`src/rtl/vram_arbiter.sv`:
```
// Single-port VRAM arbiter: video fetch has strict priority with fixed 2-edge latency, CPU accesses queue behind it.
// Define VRAM_ARB_WRITE_BUFFER_EN to add a one-entry posted-write buffer for CPU writes.
module vram_arbiter #(
   parameter int ADDR_WIDTH = 13
) (
   input  logic                  CLK,
   input  logic                  RESET_n,
   input  logic                  VID_REQ,
   input  logic [ADDR_WIDTH-1:0] VID_A,
   output logic [7:0]            VID_Q,
   output logic                  VID_VALID,
   input  logic                  CPU_SEL,
   input  logic                  CPU_R_W_n,
   input  logic [ADDR_WIDTH-1:0] CPU_A,
   input  logic [7:0]            CPU_DI,
   output logic [7:0]            CPU_DO,
   output logic                  CPU_RDY,
   output logic [ADDR_WIDTH-1:0] RAM_A,
   output logic [7:0]            RAM_D,
   output logic                  RAM_WE,
   input  logic [7:0]            RAM_Q
);

   typedef enum logic [2:0] {
      C_IDLE = 3'd0,
      C_PEND = 3'd1,
      C_RD1  = 3'd2,
      C_RD2  = 3'd3,
      C_ACK  = 3'd4,
      C_HOLD = 3'd5
   } cpu_state_t;

   cpu_state_t            state_r;
   cpu_state_t            next_state_s;
   logic [ADDR_WIDTH-1:0] cpu_a_r;
   logic [7:0]            cpu_di_r;
   logic                  cpu_rd_r;
   logic                  latch_s;
   logic                  vid_s1_r;
   logic                  vid_s2_r;
   logic                  buf_valid_r;
   logic [ADDR_WIDTH-1:0] buf_a_r;
   logic [7:0]            buf_d_r;
   logic                  grant_vid_s;
   logic                  grant_drain_s;
   logic                  grant_rd_s;
   logic                  grant_wr_s;
   logic                  buf_load_idle_s;
   logic                  buf_load_pend_s;

   // Slot arbitration: video, then buffer drain, then the pending CPU access.
   always_comb begin
      grant_vid_s   = VID_REQ;
      grant_drain_s = buf_valid_r && !VID_REQ;
      grant_rd_s    = (state_r == C_PEND) && cpu_rd_r && !VID_REQ && !buf_valid_r;
`ifdef VRAM_ARB_WRITE_BUFFER_EN
      grant_wr_s      = 1'b0;
      buf_load_idle_s = (state_r == C_IDLE) && CPU_SEL && !CPU_R_W_n && !buf_valid_r;
      buf_load_pend_s = (state_r == C_PEND) && !cpu_rd_r && !buf_valid_r;
`else
      grant_wr_s      = (state_r == C_PEND) && !cpu_rd_r && !VID_REQ;
      buf_load_idle_s = 1'b0;
      buf_load_pend_s = 1'b0;
`endif
   end

   // CPU request FSM next-state logic.
   always_comb begin
      next_state_s = state_r;
      latch_s      = 1'b0;
      case (state_r)
         C_IDLE: begin
            if (CPU_SEL) begin
               latch_s = 1'b1;
               if (buf_load_idle_s) begin
                  next_state_s = C_ACK;
               end else begin
                  next_state_s = C_PEND;
               end
            end else begin
               next_state_s = C_IDLE;
            end
         end
         C_PEND: begin
            if (grant_rd_s) begin
               next_state_s = C_RD1;
            end else if (grant_wr_s || buf_load_pend_s) begin
               next_state_s = C_ACK;
            end else begin
               next_state_s = C_PEND;
            end
         end
         C_RD1:   next_state_s = C_RD2;
         C_RD2:   next_state_s = C_ACK;
         C_ACK:   next_state_s = C_HOLD;
         C_HOLD: begin
            if (CPU_SEL) begin
               next_state_s = C_HOLD;
            end else begin
               next_state_s = C_IDLE;
            end
         end
         default: next_state_s = C_IDLE;
      endcase
   end

   // FSM state, request latch and the registered ready/read-data outputs.
   always_ff @(posedge CLK or negedge RESET_n) begin
      if (!RESET_n) begin
         state_r  <= C_IDLE;
         cpu_a_r  <= '0;
         cpu_di_r <= 8'h00;
         cpu_rd_r <= 1'b0;
         CPU_RDY  <= 1'b0;
         CPU_DO   <= 8'h00;
      end else begin
         state_r <= next_state_s;
         CPU_RDY <= (next_state_s == C_ACK);
         if (latch_s) begin
            cpu_a_r  <= CPU_A;
            cpu_di_r <= CPU_DI;
            cpu_rd_r <= CPU_R_W_n;
         end
         if (state_r == C_RD2) begin
            CPU_DO <= RAM_Q;
         end
      end
   end

`ifdef VRAM_ARB_WRITE_BUFFER_EN
   // Posted-write buffer; load and drain are mutually exclusive since each requires the opposite valid state.
   always_ff @(posedge CLK or negedge RESET_n) begin
      if (!RESET_n) begin
         buf_valid_r <= 1'b0;
         buf_a_r     <= '0;
         buf_d_r     <= 8'h00;
      end else if (buf_load_idle_s) begin
         buf_valid_r <= 1'b1;
         buf_a_r     <= CPU_A;
         buf_d_r     <= CPU_DI;
      end else if (buf_load_pend_s) begin
         buf_valid_r <= 1'b1;
         buf_a_r     <= cpu_a_r;
         buf_d_r     <= cpu_di_r;
      end else if (grant_drain_s) begin
         buf_valid_r <= 1'b0;
      end else begin
         buf_valid_r <= buf_valid_r;
      end
   end
`else
   assign buf_valid_r = 1'b0;
   assign buf_a_r     = '0;
   assign buf_d_r     = 8'h00;
`endif

   // Registered RAM port driven by the winning slot; RAM_WE only follows a write grant.
   always_ff @(posedge CLK or negedge RESET_n) begin
      if (!RESET_n) begin
         RAM_A  <= '0;
         RAM_D  <= 8'h00;
         RAM_WE <= 1'b0;
      end else if (grant_vid_s) begin
         RAM_A  <= VID_A;
         RAM_WE <= 1'b0;
      end else if (grant_drain_s) begin
         RAM_A  <= buf_a_r;
         RAM_D  <= buf_d_r;
         RAM_WE <= 1'b1;
      end else if (grant_wr_s) begin
         RAM_A  <= cpu_a_r;
         RAM_D  <= cpu_di_r;
         RAM_WE <= 1'b1;
      end else if (grant_rd_s) begin
         RAM_A  <= cpu_a_r;
         RAM_WE <= 1'b0;
      end else begin
         RAM_WE <= 1'b0;
      end
   end

   // Video read pipeline: address out, RAM access, capture; no back-pressure so reads stream back-to-back.
   always_ff @(posedge CLK or negedge RESET_n) begin
      if (!RESET_n) begin
         vid_s1_r  <= 1'b0;
         vid_s2_r  <= 1'b0;
         VID_VALID <= 1'b0;
         VID_Q     <= 8'h00;
      end else begin
         vid_s1_r  <= grant_vid_s;
         vid_s2_r  <= vid_s1_r;
         VID_VALID <= vid_s2_r;
         if (vid_s2_r) begin
            VID_Q <= RAM_Q;
         end
      end
   end

endmodule

```
`config.mk`:
```
export PLATFORM = sky130hd
export DESIGN_NAME = vram_arbiter
export DESIGN_NICKNAME = d
export VERILOG_FILES = /design/src/rtl/vram_arbiter.sv
export SDC_FILE = /design/constraint.sdc
export NUM_CORES = 1
export LEC_CHECK = 0
export CORE_MARGIN = 1.5
export CORE_UTILIZATION = 49
export CTS_CLUSTER_DIAMETER = 60
export DETAILED_ROUTE_END_ITERATION = 10
export GPL_ROUTABILITY_DRIVEN = 0
export PLACE_DENSITY_LB_ADDON = 0.1
export SLEW_MARGIN = 20
export SYNTH_ARGS = -nofsm -noshare
export SYNTH_HDL_FRONTEND = slang
export SYNTH_SLANG_ARGS = --single-unit
export TNS_END_PERCENT = 5
```
`constraint.sdc`:
```
create_clock -name CLK -period 4.45 [get_ports CLK]
set_clock_uncertainty 0.1 [all_clocks]
set_input_delay 1.335 -clock CLK [delete_from_list [all_inputs] [get_ports CLK]]
set_output_delay 1.335 -clock CLK [all_outputs]
set_load 0.005 [all_outputs]
```
After elaboration in Yosys (flattened, before gate mapping)
Index checks and enable logic that the tools add are counted.

Output and inout bits: 40. Flip-flop bits (word level): 67.

Equal/unequal tests: 6. Bitwise logic cells: 1. Muxes and demuxes: 12. Reductions and logical operators: 9.

Operator list (count): 13-bit 2-to-1 mux (3); 3-bit case mux with 6 select lines (1); 3-bit equality test, second input constant (3); 3-bit 2-to-1 mux (3); 3-bit by 2-bit equality test with 1-bit output, second input constant (2); 1-bit 2-to-1 mux (5); 1-bit logical AND (4); 3-bit by 1-bit equality test with 1-bit output, second input constant (1); 3-bit zero test (1); 3-bit nonzero test (1); 1-bit zero test (2); 2-bit AND reduction (1); 1-bit NOT (1).

Longest topological paths before layout
Depth after elaboration: 7. Mapped depth: 5. Depth with buffers taken out: 3.

Worst setup path before layout
Ideal clock, no wire load.

Kind: input -> register. From: input VID_REQ. To: register RAM_D[0]. Library setup time: 125 ps. Arrival time: 2279 ps. Path buffers: 2. Data required time: 4225 ps. Stages on the path: 5. Slack: 1947 ps. Path through: clkbuf_2 -> nand2b_4 -> nor4_4 -> buf_4 -> mux2_2.

Longest elaborated chain between the ends: 3. Elaborated cells on any way between the ends: 4. Classes of those cells: bitwise: 1; reduce/logical: 3.

RTL lines: from (decl) (line 8) `input logic VID_REQ,`; 1-bit zero test (line 61) `grant_wr_s = (state_r == C_PEND) && !cpu_rd_r && !VID_REQ;`; 1-bit logical AND (line 61); 2-bit AND reduction (no line) (*); to (signal assigned) (line 168) `RAM_D <= buf_d_r;`; to (signal assigned) (line 172) `RAM_D <= cpu_di_r;`; to (decl) (line 19) `output logic [7:0] RAM_D,`.

Mark *: on every way between the ends. The rest lies on a longest branch, timed or not. A chain may end at the register's enable or synchronous reset.

Final worst setup path
Same ends and word-level chain as after synthesis.

==> impl_metrics.tcl <==
set metrics [dict create \
    chipWidth_um 77.25 \
    crit_family "simple AND/OR/NAND/NOR gates" \
    wl_mm 5.039 \
    drc_errors 0 \
    syn-num-nets 242 \
    worstReg2RegStart "state_r[0]" \
    grt_pass1_vias 1789 \
    die_h_um 77.25 \
    crit_path_start_kind "primary input" \
    hpwl_mm 3.471 \
    power_frac_clock_pct 19.4 \
    ys_seq_elements 67 \
    nets 330 \
    seq_area_frac_synth_pct 62.07 \
    grt_overflow_total 0 \
    num_rows 26 \
    period_share_pct 62.01 \
    drv_slew 0 \
    hold_path_class "reg2reg" \
    io_pins 87 \
    period_minus_slack_ns 2.760 \
    relSlewSlack_pct 43.73 \
    core_area_um2 5205 \
    avgSynthCellArea_um2 13.85 \
    internal_power_mw 1.612 \
    num-fill-cells 388 \
    total_power_mw 2.260 \
    clkLatencyLatePin_ns 0.33 \
    grt_pass1_wl_mm 8.507 \
    timing.setup.tns_ns 0 \
    first_pass_iters 4 \
    setup_viol 0 \
    layout-drive-gt1-share_pct 23.61 \
    rsz0062_at_grt "no" \
    p_leak_nw 1.594 \
    critPathMaxFanout 11 \
    yosysWarnings 0 \
    antennaDiodeCount 0 \
    cts_resized 0 \
    cpPeakStageDelay_ns 0.54 \
    portBuffers 86 \
    clk_pin_slew_ns 0.07 \
    cts.sinks 67 \
    rr_worst_depth 3 \
    cts.path.max_buffers 2 \
    powerDensity_nw_per_um2 601.1 \
    cts_tree "built" \
    detail_route.vias_per_cell 4.964 \
    vias 1777 \
    netlist_instances 195 \
    hold_buffers 0 \
    initial_core_util_pct 51.90 \
    die-area_um2 5968 \
    end_kind "register" \
    worstPathRequired_ns 4.57 \
    crit_arrival_ns 2.88 \
    p_switching_uw 648.4 \
    comb_power_share_pct 35.3 \
    critPathLaunch "VID_REQ" \
    antenna_found_initial 0 \
    r2r_slack_ns 2.54 \
    ys_types 23 \
    critPathBufInv 1 \
    worst-setup-path-type "in2reg" \
    max_freq_mhz 362.4 \
    worstHoldStart "vid_s1_r" \
    antenna_left 0 \
    status "complete, no violations" \
    netlist_area_um2 2701 \
    netSwitchingFraction_pct 28.69 \
    syn2layout_area_growth_pct 39.18 \
    post_drt_wl_per_cell_um 14.08 \
    grt_start_max_net_pins 46 \
    cp_cell_sequence "clkdlybuf4s50_1 -> nand2b_4 -> nor4_4 -> mux2_2" \
    cp_slowest_cell "nor4_4" \
    worst_pin_slew_ns 0.8404 \
    cts-htree-levels 3 \
    cts_buffers 9 \
    path_depth 4 \
    cts_setup_buffers 0 \
    pwr-share-seq_pct 45.3 \
    whs_path_depth 0 \
    fin_util_pct 72.24 \
    grtUsageTotal_pct 18.55 \
    final_hold_viol_count 0 \
    cts-root-buf "clkbuf_8" \
    maxCapViolations 0 \
    drt-initial-drc-count 70 \
    ir_drop_mv 0.3682 \
]
## metal layers
| metal | vias to the layer above | track usage, % | wire length [um] |
|---|---|---|---|
| met4 | 0 | 9.818 | 121 |
| met2 | 62 | 27.98 | 2323 |
| met3 | 9 | 5.476 | 325 |
| li1 | 855 | - | - |
| met1 | 851 | 24.15 | 2269 |
| met5 | - | 0 | 0 |
## placed cells by master (no fill, tap or decap)
| master | synthesis | layout |
|---|---|---|
| clkdlybuf4s50_1 | 0 | 85 |
| dfrtp_1 | 67 | 67 |
| mux2_2 | 45 | 45 |
| a21oi_1 | 29 | 29 |
| nand2_1 | 13 | 13 |
| nor2b_1 | 13 | 13 |
| clkbuf_8 | 0 | 11 |
| buf_4 | 3 | 4 |
| clkbuf_1 | 3 | 3 |
| nor4_4 | 2 | 2 |
| inv_1 | 2 | 2 |
| nand2b_1 | 2 | 2 |
| clkinv_2 | 0 | 2 |
| nand2b_4 | 1 | 1 |
| nand3b_2 | 1 | 1 |
| a211o_1 | 1 | 1 |
| a21o_1 | 1 | 1 |
| or3_1 | 1 | 1 |
| a221oi_1 | 1 | 1 |
| or3b_2 | 1 | 1 |
| or3b_1 | 1 | 1 |
| nor3b_2 | 1 | 1 |
| mux2_1 | 1 | 1 |
## power by group through the flow
stage / Sequential (mW) / Combinational (mW) / Clock, mW
6_report: 1.02 / 0.799 / 0.438
5_1_grt: 1.06 / 0.871 / 0.475
3_3_place_gp: 1.02 / 0.792 / 0
2_1_floorplan: 0.984 / 0.482 / 0
4_1_cts: 1.02 / 0.814 / 0.450
3_5_place_dp: 1.03 / 0.813 / 0
## stage by stage
step	cells	hold slack (ns)	instance area (um2)	worst slack (ns)
floorplan	195	0.2312	2701	1.947
global placement	342	0.2368	3585	1.393
detailed placement	342	0.2364	3585	1.339
CTS	358	0.2507	3757	1.700
global route	358	0.2694	3760	1.615
finish	358	0.2512	3760	1.690
## path summary, 6_finish.rpt
kind / end
min in group asynchronous: VID_Q[7]
hold reg to reg: vid_s2_r
setup / recovery: RAM_D[0]
max in group asynchronous: RAM_A[3]
hold / removal: vid_s2_r
setup reg to reg: RAM_A[12]
## cells in the mapped netlist
cell type	n	area (um2)
mux2_2	45	506.7
or3_1	1	6.260
nand3b_2	1	11.26
a21oi_1	29	145.1
clkbuf_2	1	5.000
or3b_1	1	8.760
dfrtp_1	67	1677
buf_6	3	33.78
inv_1	2	7.510
a21o_1	1	7.510
nand2_1	13	48.80
mux2_1	1	11.26
clkbuf_1	3	11.26
nor3b_2	1	12.51
or3b_2	1	8.760
buf_4	3	22.52
nor2b_1	13	81.33
nor4_4	2	42.54
nand2b_1	2	12.51
a221oi_1	1	8.760
a211o_1	1	8.760
nand2b_4	1	13.76
buf_2	2	10.01
## worst reg2reg max path, cell delays in order (launching register included)
cell and delay, ns:
dfrtp_1 0.58, nor3b_2 0.77, a21oi_1 0.20, a21oi_1 0.19
## final cells by class
cell class / instances / area, um2 / share of cell area [%]
flip-flops and latches: 67 / 1677 / 44.59
repair buffers: 89 / 880.8 / 23.43
inverters: 2 / 7.507 / 0.1997
well taps: 70 / 87.58 / 2.329
multi-input cells: 114 / 934.6 / 24.86
clock buffers: 14 / 162.7 / 4.326
clock inverters: 2 / 10.01 / 0.2662
## kinds of logic (layout without fill, tap and decap cells)
group	Yosys count	after routing	synth area share, %
AOI/OAI and AO/OA	32	32	6.299
DFF	67	67	62.07
buffers and inverters	14	107	3.335
and+or+nand+nor	36	36	9.125
muxes	46	46	19.18
## sequential cells by signal (all words and copies together), names as in the netlist
signal,flops
RAM_A,13
vid_s2_r,1
cpu_rd_r,1
RAM_D,8
CPU_RDY,1
VID_Q,8
vid_s1_r,1
cpu_a_r,13
state_r,3
CPU_DO,8
cpu_di_r,8
RAM_WE,1
VID_VALID,1
No activity file was read; power rests on OpenSTA's default activity.
==> edit: new RTL, same settings <==
Add a define of `VRAM_ARB_WRITE_BUFFER_EN`.
--- a/src/rtl/vram_arbiter.sv
+++ b/src/rtl/vram_arbiter.sv
@@ -1,5 +1,7 @@
 // Single-port VRAM arbiter: video fetch has strict priority with fixed 2-edge latency, CPU accesses queue behind it.
 // Define VRAM_ARB_WRITE_BUFFER_EN to add a one-entry posted-write buffer for CPU writes.
+`define VRAM_ARB_WRITE_BUFFER_EN
+
 module vram_arbiter #(
    parameter int ADDR_WIDTH = 13
 ) (
Check against the original RTL: not equivalent (a bounded check fails within 4 cycles, from zero or initial values and one cycle with RESET_n low).
==> edit against the original RTL <==
  * Power up 45%
  * Setup slack worse by 0.46 ns
  * Non-clock buffer count is 2 higher
  * Sequential cell count increased by 22
  * Die area rose by 46%
  * Wire length increased by 71%
  * Final area up 37%
  * Count of clock-buffer cells in the layout shrank 5
  * Synthesized area increased by 48%
  * Clock power up 50%
==> edit: results (changes against the original RTL) <==
DR vias/cell -> 5.40 (was 4.96)
Crit Path Max Fanout -> 23 (was 11)
Post-cts sizing count -> 0 (unchanged)
Compound-gate portion of the synthesized area -> 8.88% (was 6.30%)
Max stage delay on crit path -> 0.59 ns (was 0.54 ns)
Post-synthesis adder-cell area fraction -> 0% (unchanged)
GRT Overall Usage -> 21.4% (was 18.5%)
Leakage power -> 0.00217 µW (was 0.00159 µW)
Post-synthesis mux area share -> 13.7% (was 19.2%)
Met1 GRT Util -> 29.9% (was 24.1%)
Clock power frac -> 20.2% (was 19.4%)
Post-Place Cells -> 535 (was 342)
Commonest cells in the netlist -> dfrtp_1, nand2_1, mux2_2 (was dfrtp_1, mux2_2, a21oi_1)
Port-buffer cells -> 86 (unchanged)
Hpwl dp -> 5570 µm (was 3470 µm)
Count of cell types in the netlist -> 29 (was 23)
Reg2reg end -> buf_d_r[2] (was RAM_A[12])
Internal power -> 2210 µW (was 1610 µW)
Post-Syn Instances -> 376 (was 195)
Syn_nets -> 423 (was 242)
Cell at the slowest stage of the critical path -> nand2b_1 (was nor4_4)
Met2 usage -> 34.4% (was 28.0%)
Crit path DAT -> 3.34 ns (was 2.88 ns)
Final period utilization -> 72.5% (was 62.0%)
Grt met3 use -> 3.41% (was 5.48%)
Wire per inst -> 15.6 µm (was 14.1 µm)
Place WS -> 0.861 ns (was 1.34 ns)
NetSw -> 1060 µW (was 648 µW)
Worst-margin pin slew -> 1.02 ns (was 0.840 ns)
Sequential share of the synthesized area -> 55.7% (was 62.1%)
Worst skew pair latency -> 0.35 ns (was 0.33 ns)
Global-route wire length before repair -> 14500 µm (was 8510 µm)
Top flop regs -> RAM_A (13), buf_a_r (13), cpu_a_r (13) (was RAM_A (13), cpu_a_r (13))
Synth area leaders -> dfrtp_1, mux2_2, nand2_1 (was dfrtp_1, mux2_2, a21oi_1)
Layout cell share with drive strength beyond 1 -> 14.0% (was 23.6%)
Reg2Reg Depth -> 4 (was 3)
Worst Setup SP -> CPU_R_W_n (was VID_REQ)
Post-Route WL -> 8600 µm (was 5040 µm)
Status -> completed (unchanged)
# diodes -> 0 (unchanged)
Largest net degree at the start of global routing -> 47 (was 46)
R2R Setup Slk -> 1.60 ns (was 2.54 ns)
Vias in the first global route -> 2885 (was 1789)
Seq. pwr -> 1450 µW (was 1020 µW)
Reg2reg start -> buf_valid_r (was state_r[0])
Number of fill cells -> 631 (was 388)
Peak VDD IR -> 0.281 mV (was 0.368 mV)
Final nets -> 491 (was 330)
DR iter-0 viols -> 237 (was 70)
-- edit: cell type report --
type                            instances  area share (%)
Timing Repair Buffer                   91            17.8
Sequential cell                        89            43.4
Tap cell                              102            2.48
Multi-Input combinational cell        252            31.5
Inverter                                1          0.0730
Clock buffer                            9            2.41
Clock inverter                          7            2.31
-- edit: critical path, delay by kind of cell --
kind | cells | cell delay (ns)
buf+inv | 2 | 0.84
compound gates | 1 | 0.11
simple gates | 2 | 1.04
-- edit: stage by stage --
| stage | hold slack, ns | util (%) | area, µm² |
|---|---|---|---|
| 6_report | 0.257 | 65.8 | 5140 |
| 5_1_grt | 0.261 | 65.8 | 5140 |
| 4_1_cts | 0.253 | 65.8 | 5140 |
| 3_5_place_dp | 0.241 | 62.7 | 4900 |
| 3_3_place_gp | 0.232 | 62.3 | 4870 |
| 2_1_floorplan | 0.231 | - | 4000 |
-- edit: kinds of logic after synthesis --
logic type             Yosys count
AO/OA/AOI/OAI                   63
buffers and inverters           35
flip-flops                      89
multiplexers                    50
AND/OR/NAND/NOR                139
-- edit: how the worst min path moves through the flow --
stage	start	to	slack (ns)	cells past startpoint
after floorplan	vid_s1_r	vid_s2_r	0.23	0
after global placement	vid_s1_r	vid_s2_r	0.23	0
after detailed placement	vid_s1_r	vid_s2_r	0.24	0
after CTS	vid_s1_r	vid_s2_r	0.25	0
after global routing	vid_s1_r	vid_s2_r	0.26	0
final	vid_s1_r	vid_s2_r	0.26	0
-- edit: metal layers --
metal  up-vias  part of all wire [%]
met5         -                     0
met4         0                   1.4
met3        11                   4.5
met2        79                    49
met1      1444                    45
li1       1439                     -
